===== src/rtl/j1_uart_io_if.sv =====
// J1 I/O bus bundle between the CPU core (master) and a memory-mapped
// peripheral (slave): write strobe, address, write data and read data.
interface j1_uart_io_if #(
  parameter int WIDTH = 16
);
  logic             io_wr;
  logic [15:0]      mem_addr;
  logic [WIDTH-1:0] dout;
  logic [WIDTH-1:0] io_din;

  modport master (
    output io_wr,
    output mem_addr,
    output dout,
    input  io_din
  );

  modport slave (
    input  io_wr,
    input  mem_addr,
    input  dout,
    output io_din
  );
endinterface


===== src/rtl/j1_uart_io.sv =====
// Memory-mapped 8N1 UART for the J1 I/O bus: TXDATA/RXDATA/STATUS/RXACK at
// BASE+0..3, one transmitter and one mid-bit-sampling receiver.
module j1_uart_io #(
  parameter int          WIDTH        = 16,
  parameter logic [15:0] BASE         = 16'h1000,
  parameter int          CLKS_PER_BIT = 217
) (
  input  logic        clk,
  input  logic        resetq,
  j1_uart_io_if.slave bus,
  input  logic        uart_rx,
  output logic        uart_tx
);

  localparam int          CW        = $clog2(CLKS_PER_BIT);
  localparam logic [CW-1:0] CNT_LAST  = CW'(CLKS_PER_BIT - 1);
  localparam logic [CW-1:0] HALF_LAST = CW'(CLKS_PER_BIT / 2 - 1);
  localparam logic [15:0] ADDR_TX   = BASE;
  localparam logic [15:0] ADDR_RXD  = BASE + 16'd1;
  localparam logic [15:0] ADDR_STAT = BASE + 16'd2;
  localparam logic [15:0] ADDR_ACK  = BASE + 16'd3;

  typedef enum logic [1:0] {ST_IDLE, ST_START, ST_DATA, ST_STOP} uartState_t;

  uartState_t r_txState, w_txStateNext;
  logic [CW-1:0] r_txCnt, w_txCntNext;
  logic [2:0]    r_txBit, w_txBitNext;
  logic [7:0]    r_txData;
  logic          r_tx, w_txOut, w_txLoad, w_txBusy, w_txWrite, w_txLast;

  uartState_t r_rxState, w_rxStateNext;
  logic [CW-1:0] r_rxCnt, w_rxCntNext;
  logic [2:0]    r_rxBit, w_rxBitNext;
  logic [1:0]    r_rxSync;
  logic [7:0]    r_rxShift, r_rxData;
  logic          r_rxValid, r_ovr, r_ferr;
  logic          w_rxIn, w_rxLast, w_rxShiftEn, w_rxDone, w_ack, w_validAfterAck;
  logic [WIDTH-1:0] w_rdata;
  logic          w_unused;

  assign w_txWrite = bus.io_wr && (bus.mem_addr == ADDR_TX);
  assign w_ack     = bus.io_wr && (bus.mem_addr == ADDR_ACK);
  assign w_txLast  = (r_txCnt == CNT_LAST);
  assign w_rxLast  = (r_rxCnt == CNT_LAST);
  assign w_rxIn    = r_rxSync[1];
  assign w_unused  = &{1'b0, bus.dout[WIDTH-1:8]};

  // Transmitter: state and bit-timing registers; the line is registered from
  // the next state so the start bit appears right after the accepting edge.
  always_ff @(posedge clk or negedge resetq) begin
    if (!resetq) begin
      r_txState <= ST_IDLE;
      r_txCnt   <= '0;
      r_txBit   <= '0;
      r_txData  <= '0;
      r_tx      <= 1'b1;
    end else begin
      r_txState <= w_txStateNext;
      r_txCnt   <= w_txCntNext;
      r_txBit   <= w_txBitNext;
      r_tx      <= w_txOut;
      if (w_txLoad) r_txData <= bus.dout[7:0];
    end
  end

  always_comb begin
    w_txStateNext = r_txState;
    w_txCntNext   = r_txCnt + 1'b1;
    w_txBitNext   = r_txBit;
    w_txLoad      = 1'b0;
    case (r_txState)
      ST_IDLE: begin
        w_txCntNext = '0;
        if (w_txWrite) begin
          w_txStateNext = ST_START;
          w_txLoad      = 1'b1;
        end
      end
      ST_START: if (w_txLast) begin
        w_txStateNext = ST_DATA;
        w_txCntNext   = '0;
        w_txBitNext   = '0;
      end
      ST_DATA: if (w_txLast) begin
        w_txCntNext = '0;
        if (r_txBit == 3'd7) w_txStateNext = ST_STOP;
        else                 w_txBitNext   = r_txBit + 3'd1;
      end
      default: if (w_txLast) begin
        w_txStateNext = ST_IDLE;
        w_txCntNext   = '0;
      end
    endcase
  end

  always_comb begin
    w_txBusy = (r_txState != ST_IDLE);
    case (w_txStateNext)
      ST_START: w_txOut = 1'b0;
      ST_DATA:  w_txOut = r_txData[w_txBitNext];
      default:  w_txOut = 1'b1;
    endcase
  end

  assign uart_tx = r_tx;

  // Receiver: synchronizer, state and counters, plus the flag registers; an
  // ack in the same cycle as a completion is applied first.
  always_ff @(posedge clk or negedge resetq) begin
    if (!resetq) begin
      r_rxSync  <= 2'b11;
      r_rxState <= ST_IDLE;
      r_rxCnt   <= '0;
      r_rxBit   <= '0;
      r_rxShift <= '0;
      r_rxData  <= '0;
      r_rxValid <= 1'b0;
      r_ovr     <= 1'b0;
      r_ferr    <= 1'b0;
    end else begin
      r_rxSync  <= {r_rxSync[0], uart_rx};
      r_rxState <= w_rxStateNext;
      r_rxCnt   <= w_rxCntNext;
      r_rxBit   <= w_rxBitNext;
      if (w_rxShiftEn) r_rxShift <= {w_rxIn, r_rxShift[7:1]};
      if (w_ack) begin
        r_rxValid <= 1'b0;
        r_ovr     <= 1'b0;
        r_ferr    <= 1'b0;
      end
      if (w_rxDone) begin
        if (!w_rxIn) begin
          r_ferr <= 1'b1;
        end else if (!w_validAfterAck) begin
          r_rxData  <= r_rxShift;
          r_rxValid <= 1'b1;
        end else begin
          r_ovr <= 1'b1;
        end
      end
    end
  end

  always_comb begin
    w_rxStateNext = r_rxState;
    w_rxCntNext   = r_rxCnt + 1'b1;
    w_rxBitNext   = r_rxBit;
    w_rxShiftEn   = 1'b0;
    w_rxDone      = 1'b0;
    case (r_rxState)
      ST_IDLE: begin
        w_rxCntNext = '0;
        if (!w_rxIn) w_rxStateNext = ST_START;
      end
      ST_START: if (r_rxCnt == HALF_LAST) begin
        w_rxCntNext   = '0;
        w_rxBitNext   = '0;
        w_rxStateNext = w_rxIn ? ST_IDLE : ST_DATA;
      end
      ST_DATA: if (w_rxLast) begin
        w_rxCntNext = '0;
        w_rxShiftEn = 1'b1;
        if (r_rxBit == 3'd7) w_rxStateNext = ST_STOP;
        else                 w_rxBitNext   = r_rxBit + 3'd1;
      end
      default: if (w_rxLast) begin
        w_rxCntNext   = '0;
        w_rxDone      = 1'b1;
        w_rxStateNext = ST_IDLE;
      end
    endcase
  end

  always_comb begin
    w_validAfterAck = r_rxValid && !w_ack;
    w_rdata         = '0;
    if (bus.mem_addr == ADDR_RXD)
      w_rdata = {{(WIDTH-8){1'b0}}, r_rxData};
    else if (bus.mem_addr == ADDR_STAT)
      w_rdata = {{(WIDTH-4){1'b0}}, r_ferr, r_ovr, r_rxValid, w_txBusy};
  end

  assign bus.io_din = w_rdata;

endmodule


===== src/flat_wrapper.sv =====
// flat-port wrapper written by rule: the top's interface ports become plain ports
module j1_uart_io_flat 
#(
  parameter int          WIDTH        = 16,
  parameter logic [15:0] BASE         = 16'h1000,
  parameter int          CLKS_PER_BIT = 217
)
  (clk, resetq, uart_rx, uart_tx, bus_io_wr, bus_mem_addr, bus_dout, bus_io_din);
  j1_uart_io_if #(.WIDTH(WIDTH)) bus_i ();
  input  logic clk;
  input  logic resetq;
  input  logic uart_rx;
  output logic uart_tx;
  input wire logic [$bits(bus_i.io_wr)-1:0] bus_io_wr;
  input wire logic [$bits(bus_i.mem_addr)-1:0] bus_mem_addr;
  input wire logic [$bits(bus_i.dout)-1:0] bus_dout;
  output wire logic [$bits(bus_i.io_din)-1:0] bus_io_din;
  assign bus_i.io_wr = bus_io_wr;
  assign bus_i.mem_addr = bus_mem_addr;
  assign bus_i.dout = bus_dout;
  assign bus_io_din = bus_i.io_din;
  j1_uart_io #(.WIDTH(WIDTH), .BASE(BASE), .CLKS_PER_BIT(CLKS_PER_BIT)) u_core (.clk(clk), .resetq(resetq), .bus(bus_i), .uart_rx(uart_rx), .uart_tx(uart_tx));
endmodule

===== config.mk =====
export PLATFORM = sky130hd
export DESIGN_NAME = j1_uart_io_flat
export DESIGN_NICKNAME = d
export VERILOG_FILES = /design/src/rtl/j1_uart_io_if.sv /design/src/rtl/j1_uart_io.sv /design/src/flat_wrapper.sv
export SDC_FILE = /design/constraint.sdc
export NUM_CORES = 1
export LEC_CHECK = 0
export CORE_AREA = 5 5 104 106
export CTS_CLUSTER_SIZE = 40
export DETAILED_ROUTE_END_ITERATION = 7
export DIE_AREA = 0 0 109 111
export PLACE_DENSITY_LB_ADDON = 0.1
export SLEW_MARGIN = 20
export SYNTH_ARGS = -nofsm -noshare
export SYNTH_HDL_FRONTEND = slang
export SYNTH_SLANG_ARGS = --single-unit

===== constraint.sdc =====
create_clock -name clk -period 2.51 [get_ports clk]
set_clock_uncertainty 0.05 [all_clocks]
set_input_delay 0.753 -clock clk [delete_from_list [all_inputs] [get_ports clk]]
set_output_delay 0.753 -clock clk [all_outputs]
set_load 0.05 [all_outputs]

==> flow_results.xml, run 1 <==
<?xml version="1.0" encoding="UTF-8"?>
<metrics>
  <group name="run_status">
    <metric name="status" unit="">complete, but fails checks</metric>
    <metric name="violations" unit="">setup timing</metric>
  </group>
  <group name="timing">
    <metric name="timing.final.hold_violations" unit="">0</metric>
    <metric name="timing.final.crit_share" unit="%">109</metric>
    <metric name="post-route-worst-setup-slack" unit="ns">-0.221</metric>
    <metric name="rsz_0062_raised_after_global_routing" unit="">yes</metric>
    <metric name="timing.final.max_slew_violations" unit="">0</metric>
    <metric name="fin_tns_setup" unit="ns">-1.44</metric>
    <metric name="fmaxAchievable" unit="MHz">366</metric>
    <metric name="final.min_clock_period" unit="ns">2.73</metric>
    <metric name="final-setup-viol-count" unit="">8</metric>
  </group>
  <group name="synthesis">
    <metric name="synth_area_leaders" unit="">sky130_fd_sc_hd__dfrtp_1 (45%), sky130_fd_sc_hd__ha_1 (5.1%), sky130_fd_sc_hd__nand3_1 (4.2%)</metric>
    <metric name="synth_cell_types" unit="">58</metric>
    <metric name="synth.cell_area" unit="um2">2970</metric>
    <metric name="ys_seq_area_share" unit="%">47.3</metric>
    <metric name="postSynth.asyncResetShare" unit="%">100</metric>
    <metric name="synth_area_per_cell" unit="um2">11.1</metric>
    <metric name="post-synth-top-area-fraction" unit="%">44.7</metric>
    <metric name="synth_area_leader_cell" unit="">sky130_fd_sc_hd__dfrtp_1</metric>
    <metric name="yosys.cell_count.top_type" unit="">sky130_fd_sc_hd__dfrtp_1</metric>
    <metric name="ys_top_cells_by_count" unit="">sky130_fd_sc_hd__dfrtp_1 (53), sky130_fd_sc_hd__nand3_1 (25), sky130_fd_sc_hd__nor2_1 (25)</metric>
    <metric name="warning_count_from_the_yosys_run" unit="">0</metric>
    <metric name="synth_enable_flop_cells" unit="">0</metric>
    <metric name="most_frequently_used_flop_master_after_synthesis" unit="">sky130_fd_sc_hd__dfrtp_1</metric>
    <metric name="netlist_instances" unit="">268</metric>
    <metric name="yosys_register_bits" unit="">56</metric>
  </group>
  <group name="placement">
    <metric name="placed_cells" unit="">444</metric>
    <metric name="io_buffer_count" unit="">36</metric>
    <metric name="dp_slack" unit="ns">-0.618</metric>
    <metric name="place_congestion" unit="">0.751</metric>
    <metric name="post-dp-hpwl" unit="mm">4.36</metric>
  </group>
  <group name="clock_tree">
    <metric name="sinks_on_clock_net" unit="">56</metric>
    <metric name="cts_tree" unit="">yes</metric>
    <metric name="cts_max_path_buffers" unit="">2</metric>
    <metric name="cts-root-buf" unit="">sky130_fd_sc_hd__clkbuf_8</metric>
    <metric name="clk_latency" unit="ns">0.31</metric>
    <metric name="ctsHtreeMaxLevel" unit="">2</metric>
    <metric name="cts_buffers" unit="">5</metric>
    <metric name="cts-hold-fix-buffers" unit="">0</metric>
    <metric name="worst_setup_hold_path_clk_slew" unit="ns">0.10</metric>
  </group>
  <group name="run">
    <metric name="timing.max_cap.violations" unit="">0</metric>
  </group>
  <group name="routing">
    <metric name="post_detailed_route_drc_marker_count" unit="">0</metric>
    <metric name="detail_route.vias_per_cell" unit="">4.43</metric>
    <metric name="post_drt_wl_per_cell" unit="um">12.8</metric>
    <metric name="detail_route.wirelength" unit="mm">5.80</metric>
    <metric name="routed-via-count" unit="">2008</metric>
    <metric name="drt_iter0_markers" unit="">52</metric>
    <metric name="drt_pass1_iterations" unit="">5</metric>
    <metric name="drt.antenna.violating_nets" unit="">0</metric>
  </group>
  <group name="final_layout">
    <metric name="area_delta_synth_final" unit="%">27.0</metric>
    <metric name="num-fill-cells" unit="">958</metric>
    <metric name="final-instance-count-excl-fill" unit="">453</metric>
    <metric name="antennaDiodeCount" unit="">0</metric>
    <metric name="layout.nets" unit="">367</metric>
    <metric name="drive_above_1_share" unit="%">27.8</metric>
  </group>
  <group name="die">
    <metric name="rows" unit="">36</metric>
    <metric name="die_height" unit="um">111</metric>
    <metric name="chipWidth" unit="um">109</metric>
    <metric name="design.core.area" unit="um2">9680</metric>
    <metric name="die_area" unit="um2">12100</metric>
    <metric name="initial_core_util" unit="%">30.7</metric>
    <metric name="ios" unit="">53</metric>
  </group>
  <group name="critical_path">
    <metric name="rr_worst_depth" unit="">9</metric>
    <metric name="cp_data_arrival_time" unit="ns">1.93</metric>
    <metric name="r2r-end" unit="">u_core.uart_tx</metric>
    <metric name="critical_path.max_fanout" unit="">4</metric>
    <metric name="timing.critical_path.to_type" unit="">output port</metric>
    <metric name="regToRegStartpoint" unit="">u_core.r_txState[1]</metric>
    <metric name="critical_path_class" unit="">input port to output port</metric>
    <metric name="worst_ep_required_time" unit="ns">1.71</metric>
    <metric name="r2r_setup_slack" unit="ns">0.36</metric>
    <metric name="worst_setup_path_start_kind" unit="">input port</metric>
  </group>
  <group name="min_path">
    <metric name="hold_path_class" unit="">input port to asynchronous set/reset pin</metric>
  </group>
  <group name="power_and_ir_drop">
    <metric name="cellPowerDensity" unit="nW/um2">410</metric>
    <metric name="power.ir.vdd_worst" unit="mV">0.218</metric>
    <metric name="power.static_leakage" unit="nW">1.77</metric>
  </group>
  <group name="global_routing">
    <metric name="number_of_antenna_violations_at_the_first_check_in_global_routing" unit="">0</metric>
    <metric name="via_count_of_the_first_global_routing_pass" unit="">2105</metric>
    <metric name="grt_start_max_net_pins" unit="">48</metric>
    <metric name="grt_resource_usage_total" unit="%">10.1</metric>
    <metric name="grt_pass1_wl" unit="mm">10.0</metric>
    <metric name="grt.overflow.total" unit="">0</metric>
  </group>
</metrics>
-- cell usage in the layout, fill, tap and decap left out, drive strengths merged, types with 8 or more instances in the layout --
master         instances
clkbuf                 8
mux2                  25
dfrtp                 53
buf                   29
clkdlybuf4s50         11
xor2                   9
nor2                  27
inv                   17
o21ai                 11
nand2                 10
nand3                 26
conb                   8
ha                    12
-- what timing repair did --
action                                  CTS  global route
setup buffers                             1             1
resized for setup                        56             5
pin swaps                                 8             6
endpoints found under the setup margin    8             8
-- critical path: stages --
cell and delay (ns):
sky130_fd_sc_hd__buf_6 0.09, sky130_fd_sc_hd__nor4b_4 0.28, sky130_fd_sc_hd__nand4_1 0.17, sky130_fd_sc_hd__nor3b_2 0.19, sky130_fd_sc_hd__buf_4 0.16, sky130_fd_sc_hd__and2_4 0.15, sky130_fd_sc_hd__buf_12 0.13
-- worst max-delay path by stage --
stage                     slack, ns  cells after the start             to             start
after floorplan               -0.15                      4  bus_io_din[5]   bus_mem_addr[3]
after global placement        -0.60                      7  bus_io_din[4]  bus_mem_addr[10]
after detailed placement      -0.62                      7  bus_io_din[4]   bus_mem_addr[3]
after CTS                     -0.26                      7  bus_io_din[4]   bus_mem_addr[4]
after global routing          -0.32                      7  bus_io_din[4]  bus_mem_addr[15]
final                         -0.22                      7  bus_io_din[4]  bus_mem_addr[15]
-- per-layer routing --
metal	up-vias	global-route usage, %	routed length, um
li1	1027	-	-
met1	963	13.1	2640
met2	16	17.2	3010
met3	2	2.10	117
met4	0	2.27	31
met5	-	0	0
-- sequential cells by signal, indices dropped and copies added (netlist names), 2 cells and up --
register          cells
u_core.r_rxCnt        8
u_core.r_rxData       8
u_core.r_rxShift      8
u_core.r_txCnt        8
u_core.r_txData       8
u_core.r_rxBit        3
u_core.r_txBit        3
u_core.r_rxState      2
u_core.r_rxSync       2
u_core.r_txState      2
-- through the flow --
stage	hold WS [ns]	utilization [%]	cell area (um2)	power (W)
floorplan	0.295	-	3050	0.000971
global placement	0.296	37.8	3660	0.00104
detailed placement	0.297	37.8	3660	0.00104
CTS	0.257	38.8	3760	0.00158
global route	0.265	38.9	3770	0.00162
finish	0.255	38.9	3770	0.00154
-- report_power, final --
part | internal, W | leakage (nW) | switching [W]
clock network | 0.000227 | 0.0516 | 0.000303
registers | 0.000905 | 0.722 | 0.00000100
logic | 0.0000434 | 0.997 | 0.0000658
total | 0.00117 | 1.77 | 0.000370
-- cells by family (layout without fill, tap and decap cells) --
family,count (synthesis),after routing,synth area share (%)
compound gates,35,35,8.21
fa+ha+maj,12,12,5.05
flops,56,56,47.3
simple gates,101,101,20.7
buf+inv,26,71,4.55
other cells,1,8,0.126
xor+xnor,12,12,3.54
mux,25,25,10.5
-- cell type report --
class	instances	area, um2	area share (%)
Multi-Input combinational cell	193	1540	40.8
Inverter	16	60.1	1.59
Timing Repair Buffer	47	505	13.4
Clock buffer	6	82.6	2.19
Tap cell	133	166	4.41
Sequential cell	56	1410	37.3
Clock inverter	2	13.8	0.365
Power figures use the tool's default switching activity.
==> inputs of run 2 (changes only) <==
Settings changed: ABC_AREA from default to 1, CORE_AREA 5 5 104 106 to 5 5 105 107, CTS_CLUSTER_DIAMETER from default to 100, DIE_AREA 0 0 109 111 to 0 0 110 112.
==> flow_results.xml, run 2 <==
<?xml version="1.0" encoding="UTF-8"?>
<metrics>
  <group name="critical_path">
    <metric name="worst_setup_path_start_kind" unit="">input port</metric>
    <metric name="critical_path_class" unit="">input port to output port</metric>
    <metric name="critical-path-top-delay-family" unit="">buffers and inverters</metric>
    <metric name="cp_data_arrival_time" unit="ns">1.88</metric>
    <metric name="timing.critical_path.depth" unit="">9</metric>
    <metric name="critical-path-max-stage-delay" unit="ns">0.20</metric>
    <metric name="critical_path_buf_inv_count" unit="">4</metric>
    <metric name="path_cells" unit="">buf_6, nor2_2, nand2_2, nor2_4, buf_6, nand4_1, buf_6, o22ai_4, buf_12</metric>
    <metric name="timing.critical_path.to_type" unit="">output port</metric>
    <metric name="worst_ep_required_time" unit="ns">1.71</metric>
    <metric name="critPathMostFrequentCell" unit="">sky130_fd_sc_hd__buf_6</metric>
    <metric name="critical_path.slowest_cell" unit="">sky130_fd_sc_hd__o22ai_4</metric>
    <metric name="rr_worst_depth" unit="">13</metric>
    <metric name="critical_path.max_fanout" unit="">8</metric>
  </group>
  <group name="power_and_ir_drop">
    <metric name="cellPowerDensity" unit="nW/um2">371</metric>
    <metric name="power.static_leakage" unit="nW">1.98</metric>
    <metric name="power.ir.vdd_worst" unit="mV">0.212</metric>
  </group>
  <group name="synthesis">
    <metric name="postSynth.asyncResetShare" unit="%">100</metric>
    <metric name="yosys.cell_count.top_type" unit="">sky130_fd_sc_hd__inv_1</metric>
    <metric name="ys_top_cells_by_count" unit="">sky130_fd_sc_hd__inv_1 (66), sky130_fd_sc_hd__nand2_1 (59), sky130_fd_sc_hd__dfrtp_1 (53)</metric>
    <metric name="ys_seq_area_share" unit="%">46.3</metric>
    <metric name="synth_area_leader_cell" unit="">sky130_fd_sc_hd__dfrtp_1</metric>
    <metric name="warning_count_from_the_yosys_run" unit="">0</metric>
    <metric name="synth_enable_flop_cells" unit="">0</metric>
    <metric name="most_frequently_used_flop_master_after_synthesis" unit="">sky130_fd_sc_hd__dfrtp_1</metric>
    <metric name="synth.cell_area" unit="um2">3030</metric>
    <metric name="synth_area_per_cell" unit="um2">8.69</metric>
    <metric name="netlist_instances" unit="">349</metric>
    <metric name="post-synth-top-area-fraction" unit="%">43.7</metric>
    <metric name="synth_area_leaders" unit="">sky130_fd_sc_hd__dfrtp_1 (44%), sky130_fd_sc_hd__inv_1 (8.2%), sky130_fd_sc_hd__nand2_1 (7.3%)</metric>
    <metric name="synth_cell_types" unit="">40</metric>
    <metric name="yosys_register_bits" unit="">56</metric>
  </group>
  <group name="final_layout">
    <metric name="seq_area" unit="um2">1410</metric>
    <metric name="drive_above_1_share" unit="%">29.7</metric>
    <metric name="multi_input_comb_area" unit="um2">1500</metric>
    <metric name="final_common_cell" unit="">sky130_fd_sc_hd__inv_1</metric>
    <metric name="num-fill-cells" unit="">994</metric>
    <metric name="layout.nets" unit="">468</metric>
    <metric name="antennaDiodeCount" unit="">0</metric>
    <metric name="mostFrequentLayoutCells" unit="">sky130_fd_sc_hd__inv_1 (64), sky130_fd_sc_hd__nand2_1 (53), sky130_fd_sc_hd__dfrtp_1 (53)</metric>
    <metric name="area_delta_synth_final" unit="%">35.7</metric>
    <metric name="fin_util" unit="%">41.0</metric>
  </group>
  <group name="timing">
    <metric name="fin_worst_hold_slack" unit="ns">0.215</metric>
    <metric name="worst-slew-pin-transition" unit="ns">0.496</metric>
    <metric name="final.min_clock_period" unit="ns">2.68</metric>
    <metric name="timing.final.crit_share" unit="%">107</metric>
    <metric name="post-route-worst-setup-slack" unit="ns">-0.172</metric>
    <metric name="rsz_0062_raised_after_global_routing" unit="">yes</metric>
    <metric name="slew_headroom" unit="%">66.8</metric>
    <metric name="fmaxAchievable" unit="MHz">373</metric>
    <metric name="timing.final.max_slew_violations" unit="">0</metric>
    <metric name="timing.final.hold_violations" unit="">0</metric>
    <metric name="final-setup-viol-count" unit="">21</metric>
  </group>
  <group name="run_status">
    <metric name="violations" unit="">setup timing</metric>
    <metric name="status" unit="">complete, but fails checks</metric>
  </group>
  <group name="die">
    <metric name="initial_core_util" unit="%">30.2</metric>
    <metric name="die_area" unit="um2">12300</metric>
    <metric name="design.core.area" unit="um2">10000</metric>
    <metric name="die_height" unit="um">112</metric>
    <metric name="rows" unit="">37</metric>
    <metric name="chipWidth" unit="um">110</metric>
    <metric name="ios" unit="">53</metric>
  </group>
  <group name="min_path">
    <metric name="hold_path_class" unit="">input port to asynchronous set/reset pin</metric>
  </group>
  <group name="clock_tree">
    <metric name="cts_max_path_buffers" unit="">2</metric>
    <metric name="worst_setup_hold_path_clk_slew" unit="ns">0.10</metric>
    <metric name="sinks_on_clock_net" unit="">56</metric>
    <metric name="clk_latency" unit="ns">0.31</metric>
    <metric name="cts-hold-fix-buffers" unit="">0</metric>
    <metric name="ctsHtreeMaxLevel" unit="">2</metric>
    <metric name="cts_tree" unit="">yes</metric>
    <metric name="cts-root-buf" unit="">sky130_fd_sc_hd__clkbuf_8</metric>
    <metric name="cts_buffers" unit="">5</metric>
  </group>
  <group name="placement">
    <metric name="io_buffer_count" unit="">36</metric>
    <metric name="place_congestion" unit="">0.773</metric>
    <metric name="post-dp-hpwl" unit="mm">4.71</metric>
    <metric name="dp_slack" unit="ns">-0.594</metric>
  </group>
  <group name="global_routing">
    <metric name="grt_start_max_net_pins" unit="">53</metric>
    <metric name="grt.met3_usage" unit="%">1.74</metric>
    <metric name="grt.overflow.total" unit="">0</metric>
    <metric name="gr-usage-met1" unit="%">13.9</metric>
    <metric name="grt_pass1_wl" unit="mm">11.1</metric>
    <metric name="globalRoute.busiestLayer" unit="">met2</metric>
    <metric name="number_of_antenna_violations_at_the_first_check_in_global_routing" unit="">0</metric>
    <metric name="via_count_of_the_first_global_routing_pass" unit="">2429</metric>
    <metric name="grt_resource_usage_total" unit="%">11.1</metric>
    <metric name="grtUsageMet2" unit="%">19.7</metric>
  </group>
  <group name="routing">
    <metric name="detail_route.vias_per_cell" unit="">4.30</metric>
    <metric name="post_drt_wl_per_cell" unit="um">11.5</metric>
    <metric name="post_detailed_route_drc_marker_count" unit="">0</metric>
    <metric name="drt_iter0_markers" unit="">56</metric>
    <metric name="detail_route.wirelength" unit="mm">6.39</metric>
    <metric name="routed-via-count" unit="">2397</metric>
    <metric name="drt_pass1_iterations" unit="">4</metric>
    <metric name="drt.antenna.violating_nets" unit="">0</metric>
  </group>
  <group name="run">
    <metric name="timing.max_cap.violations" unit="">0</metric>
  </group>
</metrics>
run 2: changes by cell type after synthesis, moves of 8 or more:
cell	before	now
sky130_fd_sc_hd__nor2_1	25	36
sky130_fd_sc_hd__o21ai_0	5	14
sky130_fd_sc_hd__nand2_1	7	59
sky130_fd_sc_hd__nor3_1	1	10
sky130_fd_sc_hd__mux2_4	8	0
sky130_fd_sc_hd__inv_1	15	66
sky130_fd_sc_hd__nand3_1	25	8
sky130_fd_sc_hd__mux2_1	9	0
run 2: layout make-up:
type / instances / share of cell area (%)
well taps: 136 / 4.13
clock buffers: 7 / 2.10
multi-input cells: 224 / 36.4
inverters: 67 / 6.14
flip-flops and latches: 56 / 34.1
repair buffers: 66 / 17.0
clock inverters: 1 / 0.182
run 2: power by group:
part / internal [W] / switching [W] / total [W]
combinational: 0.0000423 / 0.0000618 / 0.000104
sequential: 0.000905 / 0.00000134 / 0.000906
clock: 0.000225 / 0.000294 / 0.000519
run 2: cell families (layout without fill, tap and decap cells):
logic type / after synthesis / after routing / share of synthesized area (%)
AO/OA/AOI/OAI: 46 / 46 / 9.57
AND/OR/NAND/NOR: 144 / 145 / 23.8
XOR/XNOR: 4 / 4 / 1.15
adder cells (fa/ha/maj): 12 / 12 / 4.95
multiplexers: 9 / 9 / 3.30
other: 1 / 8 / 0.124
flip-flops: 56 / 56 / 46.3
buffers and inverters: 77 / 141 / 10.8
run 2: per-layer routing:
layer | up-vias | wire length [um] | share of wire, %
li1 | 1238 | - | -
met4 | 0 | 52 | 0.81
met1 | 1135 | 2800 | 44
met2 | 18 | 3420 | 53
met3 | 6 | 124 | 1.9
met5 | - | 0 | 0
run 2: stage by stage:
stage                     cell area, um2  TNS, ns  total power, W  cells
after floorplan                     3100    -1.98        0.000965    356
after global placement              3760    -5.24         0.00103    534
after detailed placement            3760    -5.26         0.00103    534
after CTS                           3970    -1.67         0.00155    554
after global routing                4120    -4.17         0.00160    557
final                               4120    -1.14         0.00153    557
run 2: worst paths after layout:
kind                                     start                 end  slack (ns)
setup / recovery               bus_mem_addr[9]       bus_io_din[1]       -0.17
hold / removal                          resetq  u_core.r_txData[2]        0.22
max in group asynchronous               resetq  u_core.r_rxSync[0]        1.62
min in group clk            u_core.r_rxSync[0]  u_core.r_rxSync[1]        0.31
setup reg to reg           u_core.r_txState[1]      u_core.uart_tx        0.32
hold reg to reg             u_core.r_rxSync[0]  u_core.r_rxSync[1]        0.31
run 2: timing repair:
item | 4_1_cts | 5_1_grt
buffers inserted | 12 | 4
pin swaps | 17 | 18
gates cloned | 0 | 1
gates resized for setup | 59 | 28
setup endpoints to repair | 8 | 27
run 2: worst register-to-register path, cell delays in order (launching register included):
cell and delay [ns]:
sky130_fd_sc_hd__dfrtp_1 0.42, sky130_fd_sc_hd__inv_1 0.11, sky130_fd_sc_hd__ha_1 0.31, sky130_fd_sc_hd__inv_1 0.06, sky130_fd_sc_hd__a21oi_1 0.28, sky130_fd_sc_hd__nand4_2 0.27
sky130_fd_sc_hd__nand3_4 0.18, sky130_fd_sc_hd__nand2_1 0.06, sky130_fd_sc_hd__nand3_1 0.08, sky130_fd_sc_hd__nand2_1 0.07, sky130_fd_sc_hd__nand2_1 0.06, sky130_fd_sc_hd__nand2_1 0.05
sky130_fd_sc_hd__nand2_1 0.06, sky130_fd_sc_hd__nand2_2 0.07
==> RTL edit 1 (settings of run 2) <==
Re-encode `uartState_t` (4 states) as one-hot, 4 bits wide.
--- a/src/rtl/j1_uart_io.sv
+++ b/src/rtl/j1_uart_io.sv
@@ -20,7 +20,7 @@
   localparam logic [15:0] ADDR_STAT = BASE + 16'd2;
   localparam logic [15:0] ADDR_ACK  = BASE + 16'd3;
 
-  typedef enum logic [1:0] {ST_IDLE, ST_START, ST_DATA, ST_STOP} uartState_t;
+  typedef enum logic [3:0] {ST_IDLE = 4'b0001, ST_START = 4'b0010, ST_DATA = 4'b0100, ST_STOP = 4'b1000} uartState_t;
 
   uartState_t r_txState, w_txStateNext;
   logic [CW-1:0] r_txCnt, w_txCntNext;
Function: same outputs for any inputs over 10 cycles, from zero or initial values and one cycle with resetq low; not proved beyond that.
==> RTL edit 1 against run 2 <==
The run still ends with setup timing left. Worst setup slack got worse by 190 ps. Sequential power rose by 7.2%. Maximum frequency fell by 6.6%. Worst hold slack improved by 92 ps. Area after synthesis rose by 3.4%. Register-to-register slack improved by 310 ps. Sequential cell count rose by 4. Cell area rose by 1.7%. Power rose by 28%. Routed wire length rose by 2.0%. Critical path type unchanged. Largest cell class is now registers.
==> RTL edit 1: results (changes against run 2) <==
top sig layer met4 (unchanged); Min-Delay Startpoint u_core.r_rxSync[0]$_DFF_PN1_; Yosys Warn Count 0 (unchanged); Post-synth top cells nand2_1, inv_1, dfrtp_1, nor2_1, nand3_1 (was inv_1, nand2_1, dfrtp_1, nor2_1, o21ai_0); total CTS buffers 9 (was 5); largest net degree at the start of global routing 61 (was 53); setup ws final -363 ps (was -172 ps); VDD IR max 276 uV (was 212 uV); met3 usage 0.0296 (was 0.0174); clk slew on worst S/H paths 70 ps (was 100 ps); routability cong. 0.810 (was 0.773); Post-Synth Adder-Cell Area 0.0279 (was 0.0495); share of layout cells above drive strength 1 0.200 (was 0.297); mux contribution to synthesized area 0.00359 (was 0.0330); Worst path slowest cell dlygate4sd2_1 (was o22ai_4); CP peak stage delay 250 ps (was 200 ps); CTS root buffer clkbuf_8 (unchanged); Setup Viol. Count Final 8 (was 21); top cells by area, synth dfrtp_1, nand2_1, inv_1, nor2_1, dfstp_2 (was dfrtp_1, inv_1, nand2_1, ha_1, nor2_1); H-tree depth 3 (was 2); Setup CP Type input pin to primary output (unchanged); FF-to-FF Start u_core.r_txCnt[0]$_DFF_PN0_ (was u_core.r_txState[1]$_DFF_PN0_); grt met1 use 0.141 (was 0.139); via count 2546 (was 2397); drt first-iter violations 54 (was 56); routed length per instance 10.9 um (was 11.5 um); reg2reg path depth 13 (unchanged); worst endpoint data arrival time 2070 ps (was 1880 ps); met2 Track Usage GR 0.201 (was 0.197); xor and xnor area share after synthesis 0.00279 (was 0.0115); slew of the pin with the lowest slew margin 532 ps (was 496 ps); family with the most delay on the worst path buffers and inverters (unchanged); Setup TNS -2830 ps (was -1140 ps); post-synthesis async set-or-reset flop share 1.00 (unchanged); hold endpoint u_core.r_rxSync[1]$_DFF_PN1_; Seq/Total Area, Yosys 0.481 (was 0.463); drt pass-1 iters 4 (unchanged); Final nets 498 (was 468); min-delay worst type flop to flop (was input pin to asynchronous set/reset pin); total leakage power 1.99 nW (was 1.98 nW); Compound-Gate Fraction of Synth Area 0.0921 (was 0.0957); WHS Path Cells 0; first-pass GRT wire length 11.6 mm (was 11.1 mm); metal3 WL 201 um (was 124 um); status finished with violations (unchanged); Reg2Reg Setup Slack 630 ps (was 320 ps); vias in the first global route 2558 (was 2429); clk_lat worst skew 340 ps (was 310 ps); M1 wire length 2.94 mm (was 2.80 mm); total track usage 0.118 (was 0.111); FF-to-FF End u_core.uart_tx$_DFF_PN1_ (unchanged); failing checks setup timing (unchanged); WL met2 3.28 mm (was 3.42 mm); library cells used by synthesis 37 (was 40); crit path max fanout 9 (was 8); dpl hpwl 4.80 mm (was 4.71 mm); fillers 1061 (was 994)
[RTL edit 1: how the worst max path moves through the flow]
stage,from,to,cells past startpoint
finish,bus_mem_addr[13],bus_io_din[7],8
global route,bus_mem_addr[8],bus_io_din[7],10
CTS,bus_mem_addr[11],bus_io_din[0],11
detailed placement,bus_mem_addr[9],bus_io_din[0],9
global placement,bus_mem_addr[9],bus_io_din[0],9
floorplan,bus_mem_addr[9],bus_io_din[0],5
[RTL edit 1: timing repair]
| action | 4_1_cts | 5_1_grt |
|---|---|---|
| pin swaps | 11 | 3 |
| endpoints found under the setup margin | 8 | 8 |
| buffers inserted | 1 | 1 |
| gates resized for setup | 39 | 11 |
[RTL edit 1: area by class of cell]
class | instances | share of cell area
timing repair buffer | 53 | 0.139
clock buffer | 10 | 0.0329
tap | 136 | 0.0406
sequential | 60 | 0.360
clock inverter | 6 | 0.0152
inverter | 76 | 0.0681
multi-input combinational | 255 | 0.344
[RTL edit 1: worst register-to-register path: cells and delay by family (launching register included)]
kind | cells | cell delay [ps]
DFF | 1 | 390
buffers and inverters | 1 | 80
adders and majority gates | 1 | 150
and+or+nand+nor | 11 | 1130
[RTL edit 1: power breakdown]
| part | total [mW] | switching [mW] | internal (mW) | leakage (nW) |
|---|---|---|---|---|
| combinational | 0.103 | 0.0629 | 0.0398 | 1.16 |
| clock | 0.881 | 0.398 | 0.483 | 0.0983 |
| sequential | 0.971 | 0.00109 | 0.970 | 0.729 |
| total | 1.95 | 0.462 | 1.49 | 1.99 |
[RTL edit 1: stage by stage]
step	utilization	setup slack, ps	hold WS (ps)	cells	instance area, sq um
global placement	0.388	-781	296	578	3900
detailed placement	0.388	-796	297	578	3900
global route	0.417	-442	312	596	4190
finish	0.417	-363	307	596	4190
CTS	0.412	-397	308	595	4140
floorplan	-	-296	295	403	3250
==> RTL edit 2 (settings of run 2) <==
Without the edit above. `WIDTH` is set to 16 in 3 places; all go to 12.
--- a/src/rtl/j1_uart_io_if.sv
+++ b/src/rtl/j1_uart_io_if.sv
@@ -1,7 +1,7 @@
 // J1 I/O bus bundle between the CPU core (master) and a memory-mapped
 // peripheral (slave): write strobe, address, write data and read data.
 interface j1_uart_io_if #(
-  parameter int WIDTH = 16
+  parameter int WIDTH = 12
 );
   logic             io_wr;
   logic [15:0]      mem_addr;
--- a/src/rtl/j1_uart_io.sv
+++ b/src/rtl/j1_uart_io.sv
@@ -1,7 +1,7 @@
 // Memory-mapped 8N1 UART for the J1 I/O bus: TXDATA/RXDATA/STATUS/RXACK at
 // BASE+0..3, one transmitter and one mid-bit-sampling receiver.
 module j1_uart_io #(
-  parameter int          WIDTH        = 16,
+  parameter int          WIDTH        = 12,
   parameter logic [15:0] BASE         = 16'h1000,
   parameter int          CLKS_PER_BIT = 217
 ) (
--- a/src/flat_wrapper.sv
+++ b/src/flat_wrapper.sv
@@ -1,7 +1,7 @@
 // flat-port wrapper written by rule: the top's interface ports become plain ports
 module j1_uart_io_flat 
 #(
-  parameter int          WIDTH        = 16,
+  parameter int          WIDTH        = 12,
   parameter logic [15:0] BASE         = 16'h1000,
   parameter int          CLKS_PER_BIT = 217
 )
Interface: changed (resized bus_dout and bus_io_din); port bits go from 53 to 45. No check against the original RTL was run, so the function may have changed too.
==> RTL edit 2 against run 2 <==
Count of clock-buffer cells in the layout did not move. Routed wire length is 5.0% lower. Area after synthesis decreased by 0.99%. Worst setup slack better by 65 ps. Critical path depth decreased by 1. Critical endpoint unchanged. Critical path type unchanged. Power decreased by 2.6%. Sequential cell count is the same. The flow still finishes with violations (setup timing). Cell area fell by 3.7%.
==> RTL edit 2: results (changes against run 2) <==
status finished with violations (unchanged); failing checks setup timing (unchanged); first-pass GRT wire length 10.9 mm (was 11.1 mm); port bufs 36 (unchanged); H-tree depth 2 (unchanged); post-synthesis async set-or-reset flop share 1.00 (unchanged); area post-placement 3740 sq um (was 3760 sq um); Seq/Total Area, Yosys 0.468 (was 0.463); total leakage power 1.89 nW (was 1.98 nW); crit path max fanout 8 (unchanged); Setup Viol. Count Final 4 (was 21); via count 2327 (was 2397); Setup TNS -412 ps (was -1140 ps); ant diodes 0 (unchanged); total CTS buffers 5 (unchanged); library cells used by synthesis 40 (unchanged); share of layout cells above drive strength 1 0.270 (was 0.297); final WL 6.07 mm (was 6.39 mm); Yosys Warn Count 0 (unchanged); worst endpoint data arrival time 1810 ps (was 1880 ps); clk_lat worst skew 310 ps (about the same); dpl hpwl 4.75 mm (was 4.71 mm); drt first-iter violations 77 (was 56); drt pass-1 iters 4 (unchanged); Worst path slowest cell o22ai_4 (unchanged); grt ovf 0 (unchanged); VDD IR max 228 uV (was 212 uV); Post-Syn Instances 345 (was 349); final cell count without fillers 543 (was 557); CTS root buffer clkbuf_8 (unchanged); largest net degree at the start of global routing 39 (was 53); top cells by area, synth dfrtp_1, inv_1, nand2_1, ha_1, nor2_1 (unchanged); CP peak stage delay 200 ps (about the same); min-delay worst type flop to flop (was input pin to asynchronous set/reset pin); Final nets 450 (was 468); setup ws final -106 ps (was -172 ps); final hold vios 0 (unchanged); family with the most delay on the worst path buffers and inverters (unchanged); placed insts 529 (was 534); Post-synth top cells inv_1, nand2_1, dfrtp_1, nor2_1, o21ai_0 (unchanged); initial antenna violation count 0 (unchanged); clk slew on worst S/H paths 100 ps (about the same); Longest Clk Path Bufs 2 (unchanged); total track usage 0.109 (was 0.111); routability cong. 0.763 (was 0.773); vias in the first global route 2450 (was 2429)
-- RTL edit 2: cell count changes after synthesis --
cell	before	now
buf_4	8	4
-- RTL edit 2: worst register-to-register path, cell delays in order, from the launching register on --
cell and delay [ps]:
dfrtp_1 410, inv_1 120, ha_1 330, inv_1 60
a21oi_1 290, nand4_2 250, nand3_4 170, nand2_1 70
nand3_1 80, nand2_1 70, nand2_1 60, nand2_1 50
nand2_1 60, nand2_2 60
-- RTL edit 2: timing repair --
item / CTS / global route
pin swaps: 17 / 13
gates cloned: 0 / 0
buffers inserted: 5 / 1
setup endpoints to repair: 8 / 18
resized for setup: 63 / 13
-- RTL edit 2: final timing paths --
kind	startpoint	end	slack [ps]	depth (start not counted)
max	bus_mem_addr[13]	bus_io_din[1]	-110	8
min	u_core.r_rxSync[0]$_DFF_PN1_	u_core.r_rxSync[1]$_DFF_PN1_	310	0
max reg2reg	u_core.r_txState[0]$_DFF_PN0_	u_core.uart_tx$_DFF_PN1_	340	13
min reg2reg	u_core.r_rxSync[0]$_DFF_PN1_	u_core.r_rxSync[1]$_DFF_PN1_	310	0
max in group asynchronous	resetq	u_core.r_rxSync[0]$_DFF_PN1_	1450	2
min in group asynchronous	resetq	u_core.r_txState[1]$_DFF_PN0_	340	1
-- RTL edit 2: cell families after synthesis --
kind of cell    after synthesis  synth area share
simple gates                144             0.240
buf+inv                      73            0.0991
flops                        56             0.468
compound gates               46            0.0966
fa+ha+maj                    12            0.0500
mux                           9            0.0333
xor+xnor                      4            0.0117
other cells                   1           0.00125
-- RTL edit 2: power by group --
part           switching, mW  leakage [nW]  internal (mW)
combinational         0.0466          1.13         0.0405
clock                  0.296        0.0424          0.201
sequential           0.00102         0.716          0.905
total                  0.343          1.89           1.15
-- RTL edit 2: layer usage --
| metal | up-vias | global-route usage | part of all wire |
|---|---|---|---|
| met4 | 0 | 0.0374 | 0.019 |
| met2 | 14 | 0.191 | 0.52 |
| met3 | 10 | 0.0209 | 0.016 |
| met5 | - | 0 | 0 |
| met1 | 1093 | 0.133 | 0.44 |
| li1 | 1210 | - | - |
-- RTL edit 2: metrics by stage --
step	power (mW)	setup slack (ps)
after global routing	1.55	-216
after CTS	1.52	-184
after floorplan	0.947	-276
final	1.49	-106
after global placement	1.01	-590
after detailed placement	1.01	-574
-- RTL edit 2: cell type report --
cell class / count / area, sq um
repair buffers: 57 / 592
flip-flops and latches: 56 / 1410
clock buffers: 7 / 76.3
well taps: 136 / 170
fillers: 1054 / 6080
clock inverters: 1 / 8.76
inverters: 67 / 253
multi-input cells: 219 / 1460
